==> config.mk <==
export PLATFORM = sky130hd
export DESIGN_NAME = conv_layer_output_interface
export DESIGN_NICKNAME = d
export VERILOG_FILES = /design/src/rtl/conv_layer_pkg.sv /design/src/rtl/conv_out_pingpong_buffer.sv /design/src/rtl/conv_layer_output_interface.sv
export SDC_FILE = /design/constraint.sdc
export NUM_CORES = 1
export LEC_CHECK = 0
export ABC_CLOCK_PERIOD_IN_PS = 12800
export BUFFER_PORTS_ARGS = -buffer_cell sky130_fd_sc_hd__buf_4
export CELL_PAD_IN_SITES_DETAIL_PLACEMENT = 0
export CELL_PAD_IN_SITES_GLOBAL_PLACEMENT = 1
export CORE_ASPECT_RATIO = 0.7
export CORE_UTILIZATION = 44
export DETAILED_ROUTE_END_ITERATION = 12
export GPL_TIMING_DRIVEN = 1
export PLACE_DENSITY = 0.82
export SLEW_MARGIN = 15
export SYNTH_ARGS = -nofsm -noshare
export SYNTH_HDL_FRONTEND = slang
export SYNTH_SLANG_ARGS = --single-unit
export TNS_END_PERCENT = 10
==> constraint.sdc <==
create_clock -name clk -period 12.8 [get_ports clk]
set_input_delay 2.56 -clock clk [delete_from_list [all_inputs] [get_ports clk]]
set_output_delay 2.56 -clock clk [all_outputs]
set_load 0.01 [all_outputs]
==> src/rtl/conv_layer_pkg.sv <==
// -----------------------------------------------------------------------------
// conv_layer_pkg
// Shared constants and encodings for the convolution layer datapath.
//   WIDTH       : pixel / feature word width
//   ARRAY_SIZE  : lanes per kernel-array result bus
//   IMAGE_SIZE  : input image edge
//   KERNEL_SIZE : kernel edge
//   OUT_SIZE    : output feature-map edge (IMAGE_SIZE - KERNEL_SIZE + 1)
// The output stage FSM literals carry an OUT_ prefix so they never collide
// with the input-interface stage encodings living in the same layer.
// -----------------------------------------------------------------------------
package conv_layer_pkg;

    localparam int WIDTH       = 32;
    localparam int ARRAY_SIZE  = 6;
    localparam int IMAGE_SIZE  = 8;
    localparam int KERNEL_SIZE = 3;
    localparam int OUT_SIZE    = IMAGE_SIZE - KERNEL_SIZE + 1;

    // Serializer states of the output interface.
    typedef enum logic {
        OUT_IDLE  = 1'b0,
        OUT_SHIFT = 1'b1
    } out_state_t;

endpackage

==> src/rtl/conv_out_pingpong_buffer.sv <==
// -----------------------------------------------------------------------------
// conv_out_pingpong_buffer
// Two-entry row buffer between the kernel array and the output serializer.
// Ports:
//   clk, rst       : clock, asynchronous active-high reset
//   i_push         : write i_row into the entry at the write pointer
//   i_row          : ARRAY_SIZE*WIDTH row of results
//   i_pop          : free the entry at the read pointer
//   o_full         : both entries occupied
//   o_empty        : no entry occupied
//   o_rd_row       : contents of the entry at the read pointer
// The caller never pushes while full nor pops while empty. A push and a pop in
// the same cycle leave the occupancy unchanged while both pointers advance.
// -----------------------------------------------------------------------------
module conv_out_pingpong_buffer #(
    parameter int WIDTH      = conv_layer_pkg::WIDTH,
    parameter int ARRAY_SIZE = conv_layer_pkg::ARRAY_SIZE
) (
    input  logic                          clk,
    input  logic                          rst,
    input  logic                          i_push,
    input  logic [ARRAY_SIZE*WIDTH-1:0]   i_row,
    input  logic                          i_pop,
    output logic                          o_full,
    output logic                          o_empty,
    output logic [ARRAY_SIZE*WIDTH-1:0]   o_rd_row
);

    logic [ARRAY_SIZE*WIDTH-1:0] r_mem [2];
    logic                        r_wr_ptr;
    logic                        r_rd_ptr;
    logic [1:0]                  r_occ;

    always_ff @(posedge clk or posedge rst) begin
        if (rst) begin
            r_mem    <= '{default: '0};
            r_wr_ptr <= 1'b0;
            r_rd_ptr <= 1'b0;
            r_occ    <= 2'd0;
        end else begin
            if (i_push) begin
                r_mem[r_wr_ptr] <= i_row;
                r_wr_ptr        <= ~r_wr_ptr;
            end
            if (i_pop) begin
                r_rd_ptr <= ~r_rd_ptr;
            end
            case ({i_push, i_pop})
                2'b10:   r_occ <= r_occ + 2'd1;
                2'b01:   r_occ <= r_occ - 2'd1;
                default: r_occ <= r_occ;
            endcase
        end
    end

    assign o_full   = (r_occ == 2'd2);
    assign o_empty  = (r_occ == 2'd0);
    assign o_rd_row = r_mem[r_rd_ptr];

endmodule

==> src/rtl/conv_layer_output_interface.sv <==
// -----------------------------------------------------------------------------
// conv_layer_output_interface
// Captures parallel rows of kernel-array results into a ping-pong buffer and
// serializes them lane by lane onto one feature stream with RAM write address.
// Ports:
//   clk, rst          : clock, asynchronous active-high reset
//   i_pixel_bus       : row of ARRAY_SIZE results, lane k at [k*WIDTH +: WIDTH]
//   i_bus_valid       : i_pixel_bus holds a row
//   o_bus_ready       : a row can be accepted this cycle
//   o_feature         : serialized word (ReLU applied when RELU_EN)
//   o_feature_valid   : o_feature / o_ram_addr valid
//   i_feature_ready   : downstream takes the word
//   o_ram_addr        : row*OUT_SIZE + lane
//   o_frame_done      : one-cycle pulse after the last word of a map is taken
// Handshake: a row moves when i_bus_valid && o_bus_ready on a rising edge; a
// word moves when o_feature_valid && i_feature_ready on a rising edge. While
// o_feature_valid is high and i_feature_ready is low, o_feature and
// o_ram_addr do not change. o_bus_ready depends only on registered occupancy.
// -----------------------------------------------------------------------------
module conv_layer_output_interface #(
    parameter int WIDTH       = conv_layer_pkg::WIDTH,
    parameter int ARRAY_SIZE  = conv_layer_pkg::ARRAY_SIZE,
    parameter int IMAGE_SIZE  = conv_layer_pkg::IMAGE_SIZE,
    parameter int KERNEL_SIZE = conv_layer_pkg::KERNEL_SIZE,
    parameter int OUT_SIZE    = IMAGE_SIZE - KERNEL_SIZE + 1,
    parameter int ADDR_W      = 6,
    parameter bit RELU_EN     = 1'b1
) (
    input  logic                          clk,
    input  logic                          rst,
    input  logic [ARRAY_SIZE*WIDTH-1:0]   i_pixel_bus,
    input  logic                          i_bus_valid,
    output logic                          o_bus_ready,
    output logic [WIDTH-1:0]              o_feature,
    output logic                          o_feature_valid,
    input  logic                          i_feature_ready,
    output logic [ADDR_W-1:0]             o_ram_addr,
    output logic                          o_frame_done
);

    localparam int LANE_W = (ARRAY_SIZE > 1) ? $clog2(ARRAY_SIZE) : 1;
    localparam int ROW_W  = (OUT_SIZE > 1) ? $clog2(OUT_SIZE) : 1;

    conv_layer_pkg::out_state_t  r_state;
    logic [LANE_W-1:0]           r_lane_cnt;
    logic [ROW_W-1:0]            r_row_cnt;
    logic                        r_frame_done;

    logic                        w_push;
    logic                        w_pop;
    logic                        w_full;
    logic                        w_empty;
    logic                        w_hs;
    logic                        w_last_lane;
    logic                        w_last_row;
    logic [ARRAY_SIZE*WIDTH-1:0] w_rd_row;
    logic [WIDTH-1:0]            w_lanes [ARRAY_SIZE];
    logic [WIDTH-1:0]            w_word;

    conv_out_pingpong_buffer #(
        .WIDTH      (WIDTH),
        .ARRAY_SIZE (ARRAY_SIZE)
    ) u_buffer (
        .clk      (clk),
        .rst      (rst),
        .i_push   (w_push),
        .i_row    (i_pixel_bus),
        .i_pop    (w_pop),
        .o_full   (w_full),
        .o_empty  (w_empty),
        .o_rd_row (w_rd_row)
    );

    assign o_bus_ready     = ~w_full;
    assign w_push          = i_bus_valid & ~w_full;
    assign o_feature_valid = (r_state == conv_layer_pkg::OUT_SHIFT);
    assign w_hs            = o_feature_valid & i_feature_ready;
    assign w_last_lane     = (r_lane_cnt == LANE_W'(ARRAY_SIZE - 1));
    assign w_last_row      = (r_row_cnt == ROW_W'(OUT_SIZE - 1));
    assign w_pop           = w_hs & w_last_lane & ~w_empty;

    // The state mirrors "occupancy > 0" after every edge: it enters SHIFT on
    // the same edge that writes the first row, so lane 0 shows one cycle after
    // the row is accepted, and it only leaves SHIFT when the last entry is
    // freed with no new row arriving on that edge.
    always_ff @(posedge clk or posedge rst) begin
        if (rst) begin
            r_state      <= conv_layer_pkg::OUT_IDLE;
            r_lane_cnt   <= '0;
            r_row_cnt    <= '0;
            r_frame_done <= 1'b0;
        end else begin
            r_frame_done <= 1'b0;
            case (r_state)
                conv_layer_pkg::OUT_IDLE: begin
                    if (w_push) begin
                        r_state <= conv_layer_pkg::OUT_SHIFT;
                    end
                end
                conv_layer_pkg::OUT_SHIFT: begin
                    if (w_hs) begin
                        r_lane_cnt <= w_last_lane ? '0 : r_lane_cnt + 1'b1;
                    end
                    if (w_pop) begin
                        if (w_last_row) begin
                            r_row_cnt    <= '0;
                            r_frame_done <= 1'b1;
                        end else begin
                            r_row_cnt <= r_row_cnt + 1'b1;
                        end
                        if (!w_full && !w_push) begin
                            r_state <= conv_layer_pkg::OUT_IDLE;
                        end
                    end
                end
                default: r_state <= conv_layer_pkg::OUT_IDLE;
            endcase
        end
    end

    genvar g;
    generate
        for (g = 0; g < ARRAY_SIZE; g++) begin : g_lane
            assign w_lanes[g] = w_rd_row[g*WIDTH +: WIDTH];
        end
    endgenerate

    assign w_word = w_lanes[r_lane_cnt];

    // Word is forced to zero when idle so the stream reads 0 after reset.
    always_comb begin
        o_feature = '0;
        if (o_feature_valid && !(RELU_EN && w_word[WIDTH-1])) begin
            o_feature = w_word;
        end
    end

    assign o_ram_addr   = ADDR_W'(r_row_cnt) * ADDR_W'(OUT_SIZE) + ADDR_W'(r_lane_cnt);
    assign o_frame_done = r_frame_done;

endmodule
== After elaboration in Yosys (flattened, before gate mapping) ==
Cells that the tools add are included.

* Add/subtract/negate cells: 5
* $mul: 1
* Div/mod/pow operators: 0
* Magnitude comparators: 4
* Equal/unequal tests: 5
* Shift-type cells: 0
* Muxes and demuxes: 20
* Bitwise operators: 12
* Reduce and logical (&&, ||, !) cells: 10

{| class="wikitable"
|+ Operators with widths
! cell !! number
|-
| two-way mux 192 bit || 4
|-
| bitwise mux 384 bit || 1
|-
| demux 192 bit (select 1 bit) || 1
|-
| binary-select mux 32 bit (select 3 bit) || 1
|-
| two-way mux 32 bit || 3
|-
| adder 3 x 1 -> 3 bit, second input constant || 2
|-
| adder 6 x 3 -> 6 bit || 1
|-
| == test 3 bit, second input constant || 2
|-
| two-way mux 1 bit || 6
|-
| two-way mux 3 bit || 2
|-
| multiplier 3 x 2 -> 5 bit, second input constant || 1
|-
| inverter 1 bit || 5
|-
| AND 1 bit || 4
|-
| == test 2 bit, second input constant || 2
|-
| >= comparator 2 bit, second input constant || 2
|-
| >= comparator 4 bit, second input constant || 1
|-
| inverter 1 -> 2 bit || 2
|-
| inverter 3 -> 4 bit || 1
|-
| case mux 2 bit (2 select lines) || 1
|-
| AND reduction 2 bit || 2
|-
| logical AND 1 bit || 3
|-
| zero test 1 bit || 3
|-
| adder 2 x 1 -> 2 bit, second input constant || 1
|-
| == test 2 x 1 -> 1 bit, second input constant || 1
|-
| 5 further kinds || 5
|}

* Bits in registers: 396
* Latch bits: 0
* Memory bits (writable): 0
* ROM bits: 0
* Input bits: 196
* Output and inout bits: 41
* Word-level logic and storage cells: 66
* Memories: 0

== Longest topological paths before layout ==
Gate-level depths: netlist (run 1).

* Depth in word-level cells: 10
* Mapped depth: 10
* Depth with buffers taken out: 7

== By module ==
From an unflattened synthesis (run 1), not the netlist that was laid out.

* Cells, all modules: 1313
* Area, all modules: 19289.8 sq um

{| class="wikitable"
|+ Modules (own cells, without submodules)
! module !! times used !! cells each !! area an instance (sq um) !! seq. area each (sq um)
|-
| conv_out_pingpong_buffer || 1 || 1040 || 16686.0 || 9709.3
|-
| conv_layer_output_interface || 1 || 273 || 2603.7 || 200.2
|}

== Worst setup path before layout (run 1) ==
No wires, ideal clock.

* Path type: register to output
* Start: register r_lane_cnt[0]
* End: output port o_feature[10]
* Arrival: 1.623 ns
* Required time: 10.240 ns
* Setup slack: 8.617 ns
* Stages on the path, launching flop included: 6
* Buffers on the path: 2
* Cells stage by stage: dfrtp_1 buf_2 buf_2 mux4_2 a22oi_1 a21oi_2

* Cells in the longest elaborated chain, start to end: 7

{| class="wikitable"
|+ Ends and longest elaborated chain
! element !! line !! text
|-
| start, declared || conv_layer_output_interface.sv:45 || <nowiki>logic [LANE_W-1:0] r_lane_cnt;</nowiki>
|-
| start signal, assigned || conv_layer_output_interface.sv:102 || <nowiki>r_lane_cnt <= w_last_lane ? '0 : r_lane_cnt + 1'b1;</nowiki>
|-
| inverter 3 -> 4 bit (not written as such) * || conv_layer_output_interface.sv:128 || <nowiki>assign w_word = w_lanes[r_lane_cnt];</nowiki>
|-
| binary-select mux 32 bit (select 3 bit) * || conv_layer_output_interface.sv:128 ||
|-
| two-way mux 32 bit (not written as such) * (2 in series) || conv_layer_output_interface.sv:128 ||
|-
| zero test 1 bit || conv_layer_output_interface.sv:133 || <nowiki>if (o_feature_valid && !(RELU_EN && w_word[WIDTH-1])) begin</nowiki>
|-
| logical AND 1 bit || conv_layer_output_interface.sv:133 ||
|-
| two-way mux 32 bit * || conv_layer_output_interface.sv:133 ||
|-
| end, declared || conv_layer_output_interface.sv:34 || <nowiki>output logic [WIDTH-1:0] o_feature,</nowiki>
|}

Every way passes the cells marked *; elsewhere a longest branch is shown, timed or not. The select of a mux whose other input is x is not followed.

== Worst setup path in the final report (run 1) ==
* Start: register u_buffer.r_rd_ptr
* End: output port o_feature[16]

* Cells in the longest elaborated chain, start to end: 10

{| class="wikitable"
|+ Ends and longest elaborated chain
! element !! line !! text
|-
| start, declared || conv_out_pingpong_buffer.sv:31 || <nowiki>logic r_rd_ptr;</nowiki>
|-
| start signal, assigned || conv_out_pingpong_buffer.sv:46 || <nowiki>r_rd_ptr <= ~r_rd_ptr;</nowiki>
|-
| inverter 1 -> 2 bit (not written as such) * || conv_out_pingpong_buffer.sv:58 || <nowiki>assign o_rd_row = r_mem[r_rd_ptr];</nowiki>
|-
| two-way mux 192 bit (not written as such) * (3 in series) || conv_out_pingpong_buffer.sv:58 ||
|-
| binary-select mux 32 bit (select 3 bit) * || conv_layer_output_interface.sv:128 ||
|-
| two-way mux 32 bit (not written as such) * (2 in series) || conv_layer_output_interface.sv:128 ||
|-
| zero test 1 bit || conv_layer_output_interface.sv:133 ||
|-
| logical AND 1 bit || conv_layer_output_interface.sv:133 ||
|-
| two-way mux 32 bit * || conv_layer_output_interface.sv:133 ||
|}

Marks and branches as above.

==> impl_metrics.tcl, run 1 <==
set metrics [dict create \
    synthToLayoutAreaGrowth_pct 18.69 \
    grt.total_usage_pct 21.68 \
    final_core_util_pct 53.46 \
    min_delay_path_depth 1 \
    hpwlAfterDp_um 30000 \
    cap_violations 0 \
    n_fill_cell 3251 \
    fin_tns_setup_ps 0 \
    ys_warn_count 0 \
    syn_area_mm2 0.01805 \
    post_cts_buffers 0 \
    final_antenna_net_count 0 \
    power_per_cell_area_mw_per_mm2 279.8 \
    diodes 0 \
    drive_above_1_share_pct 35.25 \
    grt_pass1_vias 11170 \
    setup_ws_ps 6277 \
    rows 61 \
    cp_data_required_time_ps 10240 \
    avgSynthCellArea_um2 16.20 \
    seqCellArea_mm2 0.009917 \
    hold_viol 0 \
    clock_latency_ps 540 \
    grt_overflow 0 \
    hold_buffers 0 \
    reg2regPathDepth 6 \
    fin_crit_sh_pct 50.96 \
    final_nets 1532 \
    drtIter0Drc 669 \
    numCtsBuffers 41 \
    arrival_ps 3960 \
    synth_top_family_by_area "multiplexers" \
    place_worst_setup_slack_ps 6847 \
    status "finished, final reports clean" \
    viasPerCell 5.583 \
    start_util_pct 45.04 \
    clockBufferDepth 3 \
    synth_compound_area_share_pct 3.328 \
    final_cell_mix "dfrtp_1, mux2_1, buf_4" \
    core-area_mm2 0.04007 \
    endpoint_kind "output pin" \
    routed_wl_um 44290 \
    clk_pin_slew_ps 60 \
    synth-xor-area-share_pct 0.4853 \
    drt-pass1-iter-count 4 \
    max_slew_margin_pct 26.64 \
    critPathKind "flop to output pin" \
    synth_nets 1319 \
    drv_slew 0 \
    dieWidth_um 244.1 \
    p_leak_nw 9.094 \
    synth.distinct_cells 34 \
    grt_pass1_wl_um 68560 \
    synthSimpleGateAreaFrac_pct 1.352 \
    num_vias 10560 \
    drc 0 \
    ys_seq_elements 396 \
    ioPinCount 237 \
    hold_path.class "flop to flop" \
    synthAdderAreaFrac_pct 0.7071 \
    synth.area.mux_share_pct 35.93 \
    root_buffer "clkbuf_16" \
    clkSinkCount 396 \
    clock.fmax_mhz 153.3 \
    htreeDepth 2 \
    grt_start_max_net_pins 171 \
    yosysSeqAreaShare_pct 54.90 \
    rsz0062_at_grt "no" \
    antenna_found_initial 1 \
    finClkSkew_ps 11.72 \
    setup_violations 0 \
    tightest_slew_ps 1100 \
    multi_input_area_mm2 0.007574 \
    portBuffers 235 \
    period_minus_slack_ps 6523 \
    avgRoutedWirePerCell_um 23.42 \
    ir_drop_uv 139.5 \
    layout_commonest_cell "dfrtp_1" \
    gp_congestion 0.8225 \
    dieArea_mm2 0.04185 \
    ctsResizeCount 0 \
    postSynthCellCount 1114 \
    start_kind "flop" \
    die_height_um 171.5 \
    cts_tree "yes" \
    path_max_fanout 52 \
]
-- routing by layer --
layer	up-vias	routed length, um	GRT usage (%)	share of wire [%]
met4	2	867	5.217	2.0
met1	5677	21740	33.27	49
met5	-	8	0	0.018
li1	4560	-	-	-
met2	254	19120	30.89	43
met3	64	2555	5.087	5.8
-- kinds of logic after synthesis --
group                    Yosys count
flip-flops                       396
other                              1
buffers and inverters             87
multiplexers                     481
AND/OR/NAND/NOR                   57
XOR/XNOR                          10
AO/OA/AOI/OAI                     73
adder cells (fa/ha/maj)            9
-- where the power goes --
part	internal [W]	switching, W	total (W)
logic	0.00131	0.00120	0.00251
clock network	0.000701	0.000491	0.00119
registers	0.00190	0.000393	0.00229
-- synth_stat cells (all sizes together) --
cell type,count,area (um^2)
nand2,41,156.4
nor2b,4,25.02
ha,7,87.58
buf,72,534.3
xor2,2,17.52
conb,1,3.750
xnor2,8,70.07
o311ai,1,26.28
a211oi,1,12.51
dfrtp,396,9910
o21ai,4,20.02
a21o,1,7.510
inv,6,22.52
nand3,2,10.01
and3,1,6.260
nand2b,1,6.260
fa,2,40.04
a31o,1,8.760
or3b,1,8.760
mux2,385,4335
nor2,7,31.28
a21oi,33,277.8
a22oi,31,232.7
clkbuf,9,33.78
mux4,95,2140
a2111oi,1,15.01
mux2i,1,10.01
-- flip-flops by register name, summed over array words and instances (netlist names) --
name and flops:
u_buffer.r_mem 384, u_buffer.r_rd_ptr 1, r_row_cnt 3, o_frame_done 1
r_lane_cnt 3, u_buffer.r_wr_ptr 1, o_feature_valid 1, u_buffer.r_occ 2
-- per-stage QoR --
stage | instance area, um^2 | power [W] | hold WS, ps | std cells
after global routing | 21420 | 0.006345 | 497.3 | 1891
after detailed placement | 20080 | 0.004831 | 469.6 | 1819
after CTS | 21420 | 0.006046 | 486.9 | 1891
after global placement | 20080 | 0.004746 | 462.2 | 1819
final | 21420 | 0.005994 | 482.0 | 1891
after floorplan | 18050 | 0.004018 | 449.5 | 1114
-- worst paths after layout --
| kind | from | to | slack (ps) |
|---|---|---|---|
| setup / recovery | u_buffer.r_rd_ptr | o_feature[16] | 6280 |
| hold / removal | u_buffer.r_mem[342] | u_buffer.r_mem[342] | 480 |
| setup reg to reg | u_buffer.r_occ[0] | u_buffer.r_mem[233] | 9310 |
| hold reg to reg | u_buffer.r_mem[342] | u_buffer.r_mem[342] | 480 |
| max in group asynchronous | rst | u_buffer.r_mem[218] | 8400 |
| min in group asynchronous | rst | u_buffer.r_mem[141] | 2160 |
-- critical path, stage by stage, from the launching register on --
cell and delay [ps]:
dfrtp_4 930, buf_4 810, mux4_2 620, nor2_2 160, o311ai_4 110, buf_4 320
a21oi_2 200, buf_4 140
-- layout make-up --
type | count | share of cell area [%]
clock buffers | 60 | 5.695
clock inverters | 12 | 0.5549
inverters | 6 | 0.1227
multi-input cells | 631 | 35.35
flip-flops and latches | 396 | 46.29
well taps | 535 | 3.125
repair buffers | 251 | 8.855
Note: power is estimated with default switching activity, not from simulation.
==> inputs of run 2 (changes only) <==
- ABC_CLOCK_PERIOD_IN_PS: 12800 -> 5960
- clock period: 12.8 -> 5.96 ns (I/O delays scaled with it)
==> impl_metrics.tcl, run 2 (synthesis results as in run 1) <==
set metrics [dict create \
    largest_reg_flops 384 \
    endpoint_kind "output pin" \
    layout_commonest_cell "dfrtp_1" \
    cts_tree "yes" \
    max_slew_margin_pct 32.53 \
    dieWidth_um 244.1 \
    final_nets 1534 \
    hold_buffers 0 \
    hold_path.class "flop to flop" \
    ioPinCount 237 \
    clockBufferDepth 3 \
    clk_pin_slew_ps 60 \
    viasPerCell 5.543 \
    critPathMaxStageDelay_ps 1080 \
    drv_slew 0 \
    grt.total_usage_pct 22.21 \
    rows 61 \
    root_buffer "clkbuf_16" \
    num_vias 10550 \
    slowest_stage "dfrtp_4" \
    routed_wl_um 45500 \
    grt_pass1_wl_um 69680 \
    p_leak_nw 9.124 \
    ctsResizeCount 0 \
    arrival_ps 3290 \
    hold_viol 0 \
    grt_overflow 0 \
    finalPower_w 0.01281 \
    clkSinkCount 396 \
    rrSetupSlack_ps 3020 \
    crit_top_cell "buf_4" \
    dieArea_mm2 0.04185 \
    portBuffers 235 \
    antenna_found_initial 13 \
    core-area_mm2 0.04007 \
    period_minus_slack_ps 4485 \
    final_antenna_net_count 0 \
    synthToLayoutAreaGrowth_pct 19.18 \
    tightest_slew_ps 1012 \
    drc 0 \
    die_height_um 171.5 \
    cap_violations 0 \
    drt-pass1-iter-count 5 \
    cp_data_required_time_ps 4770 \
    largestRegisters "u_buffer.r_mem: 384 flops, r_lane_cnt: 3 flops, r_row_cnt: 3 flops" \
    drtIter0Drc 712 \
    cp_top_family "flip-flops" \
    clock_latency_ps 550 \
    grt_pass1_vias 11190 \
    power_per_cell_area_mw_per_mm2 595.5 \
    clock.fmax_mhz 223.0 \
    finClkSkew_ps 22.37 \
    htreeDepth 2 \
    regMostFlops "u_buffer.r_mem" \
    avgRoutedWirePerCell_um 23.91 \
    rsz0062_at_grt "no" \
    critPathKind "flop to output pin" \
    setup_violations 0 \
    status "finished, final reports clean" \
    final_cell_mix "dfrtp_1, mux2_1, buf_4" \
    drive_above_1_share_pct 35.27 \
    start_util_pct 45.04 \
    grt_start_max_net_pins 170 \
    post_cts_buffers 0 \
    numCtsBuffers 41 \
    fin_crit_sh_pct 75.25 \
    final_core_util_pct 53.68 \
    critPathBufInv 2 \
    ir_drop_uv 302.5 \
    path_cells "buf_4 > mux4_2 > a22oi_1 > a21oi_2 > buf_4" \
    gp_congestion 0.7914 \
    path_max_fanout 51 \
    start_kind "flop" \
    hpwlAfterDp_um 31060 \
]
run 2: changes by cell type in the layout (fill, tap and decap cells not counted):
| cell | before | now |
|---|---|---|
| buf_4 | 250 | 247 |
| buf_12 | 1 | 6 |
| clkinv_2 | 7 | 6 |
| diode_2 | 0 | 10 |
| clkbuf_1 | 9 | 10 |
| clkbuf_8 | 8 | 9 |
| bufinv_16 | 2 | 1 |
| clkinvlp_4 | 3 | 1 |
| inv_6 | 1 | 2 |
| clkinv_4 | 0 | 1 |
run 2: per-stage QoR:
| stage | instances | instance area (um^2) | setup TNS (ps) | hold slack (ps) | worst slack, ps |
|---|---|---|---|---|---|
| 2_1_floorplan | 1114 | 18050 | -222480 | 449.5 | -561.8 |
| 3_3_place_gp | 1821 | 20160 | 0 | 461.8 | 1997 |
| 5_1_grt | 1898 | 21500 | 0 | 497.4 | 1304 |
| 3_5_place_dp | 1821 | 20160 | 0 | 470.9 | 2005 |
| 4_1_cts | 1893 | 21480 | 0 | 485.6 | 1409 |
| 6_report | 1903 | 21510 | 0 | 481.4 | 1475 |
run 2: final cells by class:
type	instances	area (um^2)
diodes	10	25.02
clock inverters	10	86.33
clock buffers	62	1237
repair buffers	253	1974
multi-input cells	631	7574
fillers	3255	18560
inverters	6	26.28
flip-flops and latches	396	9917
well taps	535	669.4
run 2: worst reg2reg max path: stages, from the launching register on:
cell	delay, ps
dfrtp_4	1080
buf_4	390
nand3_1	180
or3b_1	530
inv_2	140
ha_1	260
nor2_1	130
xor2_1	150
run 2: worst paths after layout:
| kind | start | endpoint | cells past startpoint |
|---|---|---|---|
| worst max-delay path | r_lane_cnt[0] | o_feature[14] | 5 |
| min in group asynchronous | rst | u_buffer.r_mem[363] | 2 |
| worst min-delay path | u_buffer.r_mem[217] | u_buffer.r_mem[217] | 1 |
| worst max register to register | r_lane_cnt[0] | u_buffer.r_occ[1] | 7 |
| max in group asynchronous | rst | u_buffer.r_mem[232] | 3 |
| worst min register to register | u_buffer.r_mem[217] | u_buffer.r_mem[217] | 1 |
run 2: power breakdown:
group | total [W] | switching [W] | leakage (nW) | internal, W
logic | 0.00527 | 0.00242 | 3.81 | 0.00285
clock network | 0.00254 | 0.00106 | 0.657 | 0.00148
registers | 0.00500 | 0.000920 | 4.66 | 0.00408
run 2: per-layer routing:
metal  routed length (um)  up-vias  GRT usage, %
met5                   23        -             0
met4                  782        6         5.788
met3                 3117       54         5.539
met2                19340      272         30.88
met1                22240     5633         34.34
li1                     -     4583             -
